$ cat config.mk
export PLATFORM = sky130hd
export DESIGN_NAME = mov_sprite_ctrl_flat
export DESIGN_NICKNAME = d
export VERILOG_FILES = /design/src/rtl/mov_sprite_ctrl_pkg.sv /design/src/rtl/mov_sprite_ctrl_if.sv /design/src/rtl/mov_sprite_hit.sv /design/src/rtl/mov_sprite_ctrl.sv /design/src/flat_wrapper.sv
export SDC_FILE = /design/constraint.sdc
export NUM_CORES = 1
export LEC_CHECK = 0
export CORE_MARGIN = 3
export CORE_UTILIZATION = 49
export DETAILED_ROUTE_END_ITERATION = 12
export HOLD_SLACK_MARGIN = 0.05
export PLACE_DENSITY = 0.74
export SYNTH_ARGS = -nofsm -noshare
export SYNTH_HDL_FRONTEND = slang
export SYNTH_SLANG_ARGS = --single-unit
$ cat constraint.sdc
create_clock -name clock -period 5.3 [get_ports clock]
set_clock_uncertainty 0.15 [all_clocks]
set_input_delay 0.53 -clock clock [delete_from_list [all_inputs] [get_ports clock]]
set_output_delay 0.53 -clock clock [all_outputs]
set_load 0.01 [all_outputs]
$ cat src/rtl/mov_sprite_ctrl_pkg.sv
// Shared types and helpers for the moving-sprite scheduler.
package mov_sprite_pkg;

  localparam int SPR_DIM     = 16;
  localparam int OFF_W       = 4;
  localparam int SEL_W       = 6;
  localparam int PIX_W       = 2;
  localparam int SPR_COORD_W = 10;
  localparam int SPR_SLOTS   = 8;
  localparam int SPR_SLOT_W  = $clog2(SPR_SLOTS);

  localparam logic [PIX_W-1:0] TRANSPARENT = 2'b00;

  typedef struct packed {
    logic                   en;
    logic [SPR_COORD_W-1:0] x;
    logic [SPR_COORD_W-1:0] y;
    logic [SEL_W-1:0]       sel;
  } spr_ent_t;

  // Lowest set bit wins: slot 0 has the highest priority.
  function automatic logic [SPR_SLOT_W-1:0] prio_enc(input logic [SPR_SLOTS-1:0] v);
    logic [SPR_SLOT_W-1:0] r;
    r = '0;
    for (int i = SPR_SLOTS - 1; i >= 0; i--) begin
      if (v[i]) r = SPR_SLOT_W'(i);
    end
    return r;
  endfunction

endpackage

$ cat src/rtl/mov_sprite_ctrl_if.sv
// Config, pixel, memory and mixer signals of the sprite scheduler.
// Collision outputs exist only when MOV_SPRITE_COLLISION_EN is defined.
interface mov_sprite_ctrl_if #(
  parameter int NUM_SPRITES = 8,
  parameter int COORD_W     = 10
);
  localparam int SLOT_W = (NUM_SPRITES > 1) ? $clog2(NUM_SPRITES) : 1;

  logic               frame_start;
  logic               cfg_wr;
  logic [SLOT_W-1:0]  cfg_idx;
  logic [COORD_W-1:0] cfg_x;
  logic [COORD_W-1:0] cfg_y;
  logic [5:0]         cfg_sel;
  logic               cfg_en;
  logic [COORD_W-1:0] px;
  logic [COORD_W-1:0] py;
  logic               px_valid;
  logic [5:0]         mem_select;
  logic [3:0]         mem_x;
  logic [3:0]         mem_y;
  logic [1:0]         mem_pix;
  logic               mem_en;
  logic [1:0]         pix_out;
  logic               pix_valid;
  logic [SLOT_W-1:0]  busy_slot;
`ifdef MOV_SPRITE_COLLISION_EN
  logic                   collision;
  logic [NUM_SPRITES-1:0] collision_mask;
`endif

  modport master (
    output frame_start, cfg_wr, cfg_idx, cfg_x, cfg_y, cfg_sel, cfg_en,
    output px, py, px_valid, mem_pix, mem_en,
    input  mem_select, mem_x, mem_y, pix_out, pix_valid, busy_slot
`ifdef MOV_SPRITE_COLLISION_EN
    , input collision, collision_mask
`endif
  );

  modport slave (
    input  frame_start, cfg_wr, cfg_idx, cfg_x, cfg_y, cfg_sel, cfg_en,
    input  px, py, px_valid, mem_pix, mem_en,
    output mem_select, mem_x, mem_y, pix_out, pix_valid, busy_slot
`ifdef MOV_SPRITE_COLLISION_EN
    , output collision, collision_mask
`endif
  );

endinterface

$ cat src/rtl/mov_sprite_hit.sv
// Per-slot bounding-box test and pattern-local offset (combinational).
module mov_sprite_hit
  import mov_sprite_pkg::*;
#(
  parameter int COORD_W = SPR_COORD_W
) (
  input  spr_ent_t           ent,
  input  logic [COORD_W-1:0] px,
  input  logic [COORD_W-1:0] py,
  output logic               hit,
  output logic [OFF_W-1:0]   off_x,
  output logic [OFF_W-1:0]   off_y
);

  logic [COORD_W:0] dx;
  logic [COORD_W:0] dy;

  // One extra bit keeps the sign, so pixels left of/above the sprite miss.
  assign dx = {1'b0, px} - {1'b0, ent.x};
  assign dy = {1'b0, py} - {1'b0, ent.y};

  assign hit = ent.en
             && !dx[COORD_W] && (dx[COORD_W-1:OFF_W] == '0)
             && !dy[COORD_W] && (dy[COORD_W-1:OFF_W] == '0);

  assign off_x = dx[OFF_W-1:0];
  assign off_y = dy[OFF_W-1:0];

endmodule

$ cat src/rtl/mov_sprite_ctrl.sv
// Sprite scheduler: shadowed slot table, priority hit test, 3-edge pixel pipeline.
// Optional sticky collision detect under MOV_SPRITE_COLLISION_EN.
module mov_sprite_ctrl
  import mov_sprite_pkg::*;
#(
  parameter int NUM_SPRITES = SPR_SLOTS,
  parameter int COORD_W     = SPR_COORD_W
) (
  input logic           clock,
  input logic           reset_n,
  mov_sprite_ctrl_if.slave bus
);

  localparam int SLOT_W = (NUM_SPRITES > 1) ? $clog2(NUM_SPRITES) : 1;

  spr_ent_t               wr_ent;
  spr_ent_t               act [NUM_SPRITES];
  logic [NUM_SPRITES-1:0] hit_vec;
  logic [OFF_W-1:0]       off_x [NUM_SPRITES];
  logic [OFF_W-1:0]       off_y [NUM_SPRITES];

  assign wr_ent = '{en: bus.cfg_en, x: bus.cfg_x, y: bus.cfg_y, sel: bus.cfg_sel};

  for (genvar i = 0; i < NUM_SPRITES; i++) begin : g_slot
    spr_ent_t shadow_q;
    spr_ent_t active_q;
    logic     wr_hit;

    // Out-of-range indices never match a slot and are dropped.
    assign wr_hit = bus.cfg_wr && (bus.cfg_idx == SLOT_W'(i));

    always_ff @(posedge clock) begin
      if (!reset_n) begin
        shadow_q <= '0;
        active_q <= '0;
      end else begin
        if (wr_hit) shadow_q <= wr_ent;
        if (bus.frame_start) active_q <= wr_hit ? wr_ent : shadow_q;
      end
    end

    assign act[i] = active_q;

    mov_sprite_hit #(.COORD_W(COORD_W)) u_hit (
      .ent   (active_q),
      .px    (bus.px),
      .py    (bus.py),
      .hit   (hit_vec[i]),
      .off_x (off_x[i]),
      .off_y (off_y[i])
    );
  end

  logic [SLOT_W-1:0] win;
  logic              any_hit;

  assign win     = prio_enc(hit_vec);
  assign any_hit = |hit_vec;

  logic [SEL_W-1:0]  sel_q;
  logic [OFF_W-1:0]  mx_q;
  logic [OFF_W-1:0]  my_q;
  logic              h1_q, h2_q;
  logic [SLOT_W-1:0] slot1_q, slot2_q;
  logic [PIX_W-1:0]  pix_q;
  logic              pix_vld_q;
  logic [SLOT_W-1:0] busy_q;

  // Stage 1: address lines hold on a miss; only the hit flag drops.
  always_ff @(posedge clock) begin
    if (!reset_n) begin
      sel_q   <= '0;
      mx_q    <= '0;
      my_q    <= '0;
      h1_q    <= 1'b0;
      slot1_q <= '0;
    end else begin
      h1_q <= bus.px_valid && any_hit;
      if (bus.px_valid && any_hit) begin
        sel_q   <= act[win].sel;
        mx_q    <= off_x[win];
        my_q    <= off_y[win];
        slot1_q <= win;
      end
    end
  end

  // Stage 2 tracks the memory's address register; stage 3 gates the pixel.
  always_ff @(posedge clock) begin
    if (!reset_n) begin
      h2_q      <= 1'b0;
      slot2_q   <= '0;
      pix_q     <= '0;
      pix_vld_q <= 1'b0;
      busy_q    <= '0;
    end else begin
      h2_q    <= h1_q;
      slot2_q <= slot1_q;
      if (h2_q && bus.mem_en && (bus.mem_pix != TRANSPARENT)) begin
        pix_q     <= bus.mem_pix;
        pix_vld_q <= 1'b1;
        busy_q    <= slot2_q;
      end else begin
        pix_q     <= '0;
        pix_vld_q <= 1'b0;
      end
    end
  end

  assign bus.mem_select = sel_q;
  assign bus.mem_x      = mx_q;
  assign bus.mem_y      = my_q;
  assign bus.pix_out    = pix_q;
  assign bus.pix_valid  = pix_vld_q;
  assign bus.busy_slot  = busy_q;

`ifdef MOV_SPRITE_COLLISION_EN
  logic                   coll_q;
  logic [NUM_SPRITES-1:0] coll_mask_q;
  logic                   multi_hit;

  assign multi_hit = (hit_vec & (hit_vec - NUM_SPRITES'(1))) != '0;

  // Frame start clears even when a collision is seen in the same cycle.
  always_ff @(posedge clock) begin
    if (!reset_n) begin
      coll_q      <= 1'b0;
      coll_mask_q <= '0;
    end else if (bus.frame_start) begin
      coll_q      <= 1'b0;
      coll_mask_q <= '0;
    end else if (bus.px_valid && multi_hit) begin
      coll_q      <= 1'b1;
      coll_mask_q <= coll_mask_q | hit_vec;
    end
  end

  assign bus.collision      = coll_q;
  assign bus.collision_mask = coll_mask_q;
`endif

endmodule

$ cat src/flat_wrapper.sv
// flat-port wrapper written by rule: the top's interface ports become plain ports
module mov_sprite_ctrl_flat import mov_sprite_pkg::*;
#(
  parameter int NUM_SPRITES = SPR_SLOTS,
  parameter int COORD_W     = SPR_COORD_W
)
  (clock, reset_n, bus_frame_start, bus_cfg_wr, bus_cfg_idx, bus_cfg_x, bus_cfg_y, bus_cfg_sel, bus_cfg_en, bus_px, bus_py, bus_px_valid, bus_mem_pix, bus_mem_en, bus_mem_select, bus_mem_x, bus_mem_y, bus_pix_out, bus_pix_valid, bus_busy_slot);
  mov_sprite_ctrl_if #(.NUM_SPRITES(NUM_SPRITES), .COORD_W(COORD_W)) bus_i ();
  input logic clock;
  input logic reset_n;
  input wire logic [$bits(bus_i.frame_start)-1:0] bus_frame_start;
  input wire logic [$bits(bus_i.cfg_wr)-1:0] bus_cfg_wr;
  input wire logic [$bits(bus_i.cfg_idx)-1:0] bus_cfg_idx;
  input wire logic [$bits(bus_i.cfg_x)-1:0] bus_cfg_x;
  input wire logic [$bits(bus_i.cfg_y)-1:0] bus_cfg_y;
  input wire logic [$bits(bus_i.cfg_sel)-1:0] bus_cfg_sel;
  input wire logic [$bits(bus_i.cfg_en)-1:0] bus_cfg_en;
  input wire logic [$bits(bus_i.px)-1:0] bus_px;
  input wire logic [$bits(bus_i.py)-1:0] bus_py;
  input wire logic [$bits(bus_i.px_valid)-1:0] bus_px_valid;
  input wire logic [$bits(bus_i.mem_pix)-1:0] bus_mem_pix;
  input wire logic [$bits(bus_i.mem_en)-1:0] bus_mem_en;
  output wire logic [$bits(bus_i.mem_select)-1:0] bus_mem_select;
  output wire logic [$bits(bus_i.mem_x)-1:0] bus_mem_x;
  output wire logic [$bits(bus_i.mem_y)-1:0] bus_mem_y;
  output wire logic [$bits(bus_i.pix_out)-1:0] bus_pix_out;
  output wire logic [$bits(bus_i.pix_valid)-1:0] bus_pix_valid;
  output wire logic [$bits(bus_i.busy_slot)-1:0] bus_busy_slot;
  assign bus_i.frame_start = bus_frame_start;
  assign bus_i.cfg_wr = bus_cfg_wr;
  assign bus_i.cfg_idx = bus_cfg_idx;
  assign bus_i.cfg_x = bus_cfg_x;
  assign bus_i.cfg_y = bus_cfg_y;
  assign bus_i.cfg_sel = bus_cfg_sel;
  assign bus_i.cfg_en = bus_cfg_en;
  assign bus_i.px = bus_px;
  assign bus_i.py = bus_py;
  assign bus_i.px_valid = bus_px_valid;
  assign bus_i.mem_pix = bus_mem_pix;
  assign bus_i.mem_en = bus_mem_en;
  assign bus_mem_select = bus_i.mem_select;
  assign bus_mem_x = bus_i.mem_x;
  assign bus_mem_y = bus_i.mem_y;
  assign bus_pix_out = bus_i.pix_out;
  assign bus_pix_valid = bus_i.pix_valid;
  assign bus_busy_slot = bus_i.busy_slot;
  mov_sprite_ctrl #(.NUM_SPRITES(NUM_SPRITES), .COORD_W(COORD_W)) u_core (.clock(clock), .reset_n(reset_n), .bus(bus_i));
endmodule
Word-level counts from Yosys, hierarchy flattened

Cells that the tools add are included.

Output and inout bits: 20
Logic and storage cells: 204
Register bits after elaboration: 460

Order comparisons: 1
Equality and inequality tests: 7
Bitwise operators: 1
Reduce and logical (&&, ||, !) cells: 79
$add $sub $neg: 16
Multiplexer cells: 26

Operators by type and width:

| kind                 | count |
|---|---|
| $mux W27             | 8 |
| $sub A10 B10 Y11     | 16 |
| $logic_not A6 Y1     | 16 |
| $bmux W27 S3         | 1 |
| $logic_and A1 B1 Y1  | 43 |
| $bmux W4 S3          | 2 |
| $mux W3              | 8 |
| $logic_not A1 Y1     | 16 |
| $mux W4              | 4 |
| $eq A3 B3 Y1 const B | 4 |
| $mux W6              | 2 |
| $reduce_or A8 Y1     | 1 |
| $eq A3 B2 Y1 const B | 2 |
| $ge A4 B4 Y1 const B | 1 |
| $not A3 Y4           | 1 |
| $eq A3 B1 Y1 const B | 1 |
| $logic_not A3 Y1     | 1 |
| $reduce_and A2 Y1    | 1 |
| $reduce_bool A2 Y1   | 1 |
| $mux W1              | 1 |

Depth between registers and ports, before layout

Word-level depth: 18
Depth in mapped cells: 18

By module

Synthesis repeated with hierarchy kept, for this count alone.

Cell total of the unflattened synthesis: 3001
Area total of the unflattened synthesis: 25670.9 sq um

Modules (own cells, without submodules):

| module                                      | instances | cells an instance | area each (sq um) | seq. area each (sq um) |
|---|---|---|---|---|
| mov_sprite_ctrl                             | 1         | 1712              | 16898.7           | 9208.8 |
| mov_sprite_hit (u_core.g_slot[1].u_hit ...) | 7         | 164               | 1108.6            | 0.0 |
| mov_sprite_hit (u_core.g_slot[0].u_hit)     | 1         | 141               | 1012.2            | 0.0 |

Worst setup path after synthesis

OpenSTA, ideal clock, no wires.

Kind: input to register
From: input bus_px[0]
To: register u_core.sel_q[3] (netlist: u_core.bus.mem_select[3])
Setup time: 0.121 ns
Slack: 0.944 ns
Arrival time: 4.085 ns
Required time: 5.029 ns
Cell stages on the path: 17
Buffers on the path: 1
Cell sequence: inv_1 ha_1 inv_1 fa_1 a21o_1 a211oi_2 o2111ai_1 or4_1 nor4b_2 and4_1 a211oi_1 or2_4 a21oi_4 buf_6 mux2_1 o221ai_1 a21oi_1

Cells in the longest elaborated chain, start to end: 18
Elaborated cells between the ends (all ways): 70
Those cells by class: add/sub (8); mux (11); bitwise (1); reduce/logical (50)

Ends and longest elaborated chain:

| item                                                      | RTL line              | RTL |
|---|---|---|
| start, declared                                           | flat_wrapper.sv:18    | `input wire logic [$bits(bus_i.px)-1:0] bus_px;` |
| branches (longest 18 deep; another with $sub A10 B10 Y11) | -                     |  |
| end signal, assigned                                      | mov_sprite_ctrl.sv:80 | `sel_q <= act[win].sel;` |
| end, declared                                             | mov_sprite_ctrl.sv:60 | `logic [SEL_W-1:0] sel_q;` |

Several ways; the timed one is not identified. The select of a mux whose other input is x is not followed.
A chain may end at the register's enable or synchronous reset.

Worst setup path after layout

From: input bus_px[0]
To: register u_core.mx_q[3] (netlist: u_core.bus.mem_x[3])

Cells in the longest elaborated chain, start to end: 18
Elaborated cells between the ends (all ways): 70
Those cells by class: add/sub (8); mux (11); bitwise (1); reduce/logical (50)

Ends and longest elaborated chain:

| item                                                      | RTL line              | RTL |
|---|---|---|
| branches (longest 18 deep; another with $sub A10 B10 Y11) | -                     |  |
| end signal, assigned                                      | mov_sprite_ctrl.sv:81 | `mx_q <= off_x[win];` |
| end, declared                                             | mov_sprite_ctrl.sv:61 | `logic [OFF_W-1:0] mx_q;` |

Several ways; the timed one is not identified. The select of a mux whose other input is x is not followed.

==> impl_metrics.tcl <==
set metrics [dict create \
    drt_wl_total_um 90400 \
    r2r_end "u_core.bus.mem_x[3]" \
    worstSetupStartpointType "input pin" \
    vias_per_cell 6.05 \
    top_layer_used "met4" \
    slowest_stage "or4_1" \
    setup_tns_ns 0 \
    cp_data_arrival_time_ns 5.22 \
    p_per_area_mw_per_mm2 307 \
    reg2reg_from "u_core.act[16]" \
    reg2reg_slack_ns 0.59 \
    timing.critical_path.from "bus_px[0]" \
    grt_pass1_vias 22502 \
    syn2layout_area_growth_pct 16.6 \
    status "complete, no violations" \
    cap_violations 0 \
    maxSlewViolCount 0 \
    die-area_mm2 0.0552 \
    synth_cell_types 103 \
    worst_pin_slew_ns 1.15 \
    hold_violations 0 \
    ctsRootBufferMaster "clkbuf_16" \
    intPower_w 0.00651 \
    ctsResizeCount 0 \
    dp_hpwl_um 66700 \
    pwr-share-comb_pct 19.7 \
    cpMostUsedCell "inv_1" \
    clkSinkCount 460 \
    wl_met2_um 41900 \
    routedWlPerCell_um 23.5 \
    max_freq_mhz 205 \
    htree_levels 2 \
    synth_area_per_cell_um2 8.59 \
    path_max_fanout 8 \
    critical_path_class "input pin to flop" \
    fill_cells 4602 \
    rows 83 \
    stdcell_area_mm2 0.0299 \
    synth.area.top_cells "dfxtp_1 36%, mux2i_1 9.2%, nor2_1 8.1%" \
    synthDominantCellAreaShare_pct 35.9 \
    required_ns 5.64 \
    yosys_warnings 0 \
    period_needed_ns 4.88 \
    path_clk_slew_ns 0.06 \
    final_common_cell "nor2_1" \
    drt_first_pass_iters 5 \
    crit_chain "clkdlybuf4s50_1 > inv_1 > buf_12 > ha_1 > inv_1 > fa_1 > a211oi_2 > or4b_1 > o2111ai_1 > or4_1 > nor4b_2 > and4_1 > a211oi_1 > buf_4 > nor2_1 > mux2_2 > nor3_1 > a311o_1 > a31oi_1" \
    setup_violations 0 \
    place.gp.congestion 0.999 \
    layout_common_cells "556 x nor2_1, 460 x dfxtp_1, 238 x a211oi_1" \
    wl_met1_um 38900 \
    cts.path.max_buffers 3 \
    yosys.area.top_type "dfxtp_1" \
    pre_cts_slack_ns -0.0787 \
    antenna_left 0 \
    antennaDiodeCount 0 \
    grt_overflow 0 \
    placed_area_mm2 0.0282 \
    core_area_mm2 0.0516 \
    cts_hold_buf 0 \
    nNetsFinal 3359 \
    p_total_w 0.00917 \
    grt_usage_pct 31.8 \
    grt_pass1_wl_um 136000 \
    fin_ws_ns 0.420 \
    synth_nets 3221 \
    wl_met3_um 5580 \
    cts_buffers 49 \
    post_cts_buffers 0 \
    drc 0 \
    cts_tree "yes" \
    synth_edf_count 0 \
    final_layout_size_suffix_gt1_share_pct 10.6 \
    grt_max_degree 176 \
    ir_worst_vdd_uv 290 \
    fp.dieH_um 235 \
    fin_crit_sh_pct 92.1 \
    start_util_pct 49.7 \
    net-switching-power_w 0.00266 \
    hp-class "flop to flop" \
    ys.flop_type "dfxtp_1" \
    reg2reg_depth 16 \
    clkLatencyLatePin_ns 0.62 \
    pwr-share-clk_pct 40.3 \
    rsz0062_at_grt "no" \
    synth_async_sr_flop_share_pct 0 \
    synth-seq-cells 460 \
    slowest_delay_ns 0.51 \
    p_sw_share_pct 29.1 \
    die_w_um 235 \
    vias 23239 \
    synth_cells 2987 \
    relSlewSlack_pct 22.8 \
    drt_iter0_markers 1963 \
    synth_area_mm2 0.0257 \
    p_leak_nw 12.3 \
    antenna_found_initial 2 \
    seq_power_share_pct 39.9 \
    boundaryPins 78 \
    numPortBuffers 77 \
    yosysSeqAreaShare_pct 35.9 \
    crit_path_end_kind "flop" \
    crit_path_end "u_core.bus.mem_x[3]" \
]
worst min-delay path by stage:
stage	end	slack, ns	start	cells past startpoint
after floorplan	u_core.h2_q	0.26	u_core.h1_q	1
after global placement	u_core.bus.busy_slot[0]	0.29	u_core.slot2_q[0]	2
after detailed placement	u_core.bus.busy_slot[0]	0.31	u_core.slot2_q[0]	2
after CTS	u_core.bus.busy_slot[0]	0.32	u_core.slot2_q[0]	2
after global routing	u_core.act[160]	0.35	u_core.act[160]	2
final	u_core.bus.busy_slot[0]	0.32	u_core.slot2_q[0]	2
per-layer routing:
layer  vias up  track usage [%]
li1      10997                -
met1     11309             42.2
met2       764             52.4
met3       169             4.18
met4         0             12.8
met5         -                0
power by group through the flow:
stage,clock [W],combinational (W),sequential [W]
2_1_floorplan,0,0.00116,0.00370
3_3_place_gp,0,0.00175,0.00373
3_5_place_dp,0,0.00177,0.00374
4_1_cts,0.00375,0.00179,0.00366
5_1_grt,0.00388,0.00197,0.00367
6_report,0.00370,0.00181,0.00366
cells by family after synthesis:
family,Yosys count,share of synthesized area [%]
adders and majority gates,176,9.05
AOI/OAI and AO/OA,736,20.7
xor gates and xnor gates,42,1.43
muxes,250,9.82
DFF,460,35.9
buffers and inverters,386,5.80
and+or+nand+nor,937,17.3
area by class of cell:
| type | instances | area, um^2 | area share [%] |
|---|---|---|---|
| clock inverter | 21 | 318 | 1.06 |
| tap | 680 | 851 | 2.84 |
| multi-input combinational | 2141 | 15000 | 50.1 |
| sequential | 460 | 9210 | 30.8 |
| inverter | 211 | 800 | 2.67 |
| timing repair buffer | 262 | 2310 | 7.74 |
| clock buffer | 69 | 1440 | 4.82 |
critical path: cells and delay by family:
family          cells  cell delay, ns
simple gates        6            1.92
fa+ha+maj           2            0.70
mux                 1            0.38
buf+inv             5            0.89
compound gates      5            0.78
metrics by stage:
stage	cells	hold WS [ns]	util [%]
6_report	3844	0.318	58.0
5_1_grt	3844	0.350	58.0
4_1_cts	3844	0.323	58.0
3_5_place_dp	3754	0.308	54.6
3_3_place_gp	3754	0.294	54.6
2_1_floorplan	2987	0.262	-
registers in the layout, indices dropped and copies added (netlist names):
signal,flops
u_core.act,216
u_core.g_slot.shadow_q,216
u_core.bus.mem_select,6
u_core.bus.mem_x,4
u_core.bus.mem_y,4
u_core.bus.busy_slot,3
u_core.slot1_q,3
u_core.slot2_q,3
u_core.bus.pix_out,2
u_core.bus.pix_valid,1
u_core.h1_q,1
u_core.h2_q,1
synthesized netlist by cell type, drive strengths merged, types with 6 or more instances:
cell type and count:
a2111oi 8, a211oi 241, a21boi 11, a21o 23
a21oi 88, a221o 7, a31oi 19, and2 13
and3 11, buf 29, clkbuf 146, dfxtp 460
fa 16, ha 160, inv 211, mux2 15
mux2i 235, nand2 63, nand2b 39, nand3 41
nand3b 10, nand4 15, nand4b 10, nor2 556
nor2b 34, nor3 39, nor3b 16, nor4 17
nor4b 11, o2111ai 23, o211a 6, o211ai 15
o21a 49, o21ai 110, o21bai 7, o221ai 18
o22ai 13, o31a 12, o31ai 24, or2 14
or3 13, or4 9, xnor2 23, xor2 19
No activity file was read; power rests on OpenSTA's default activity.
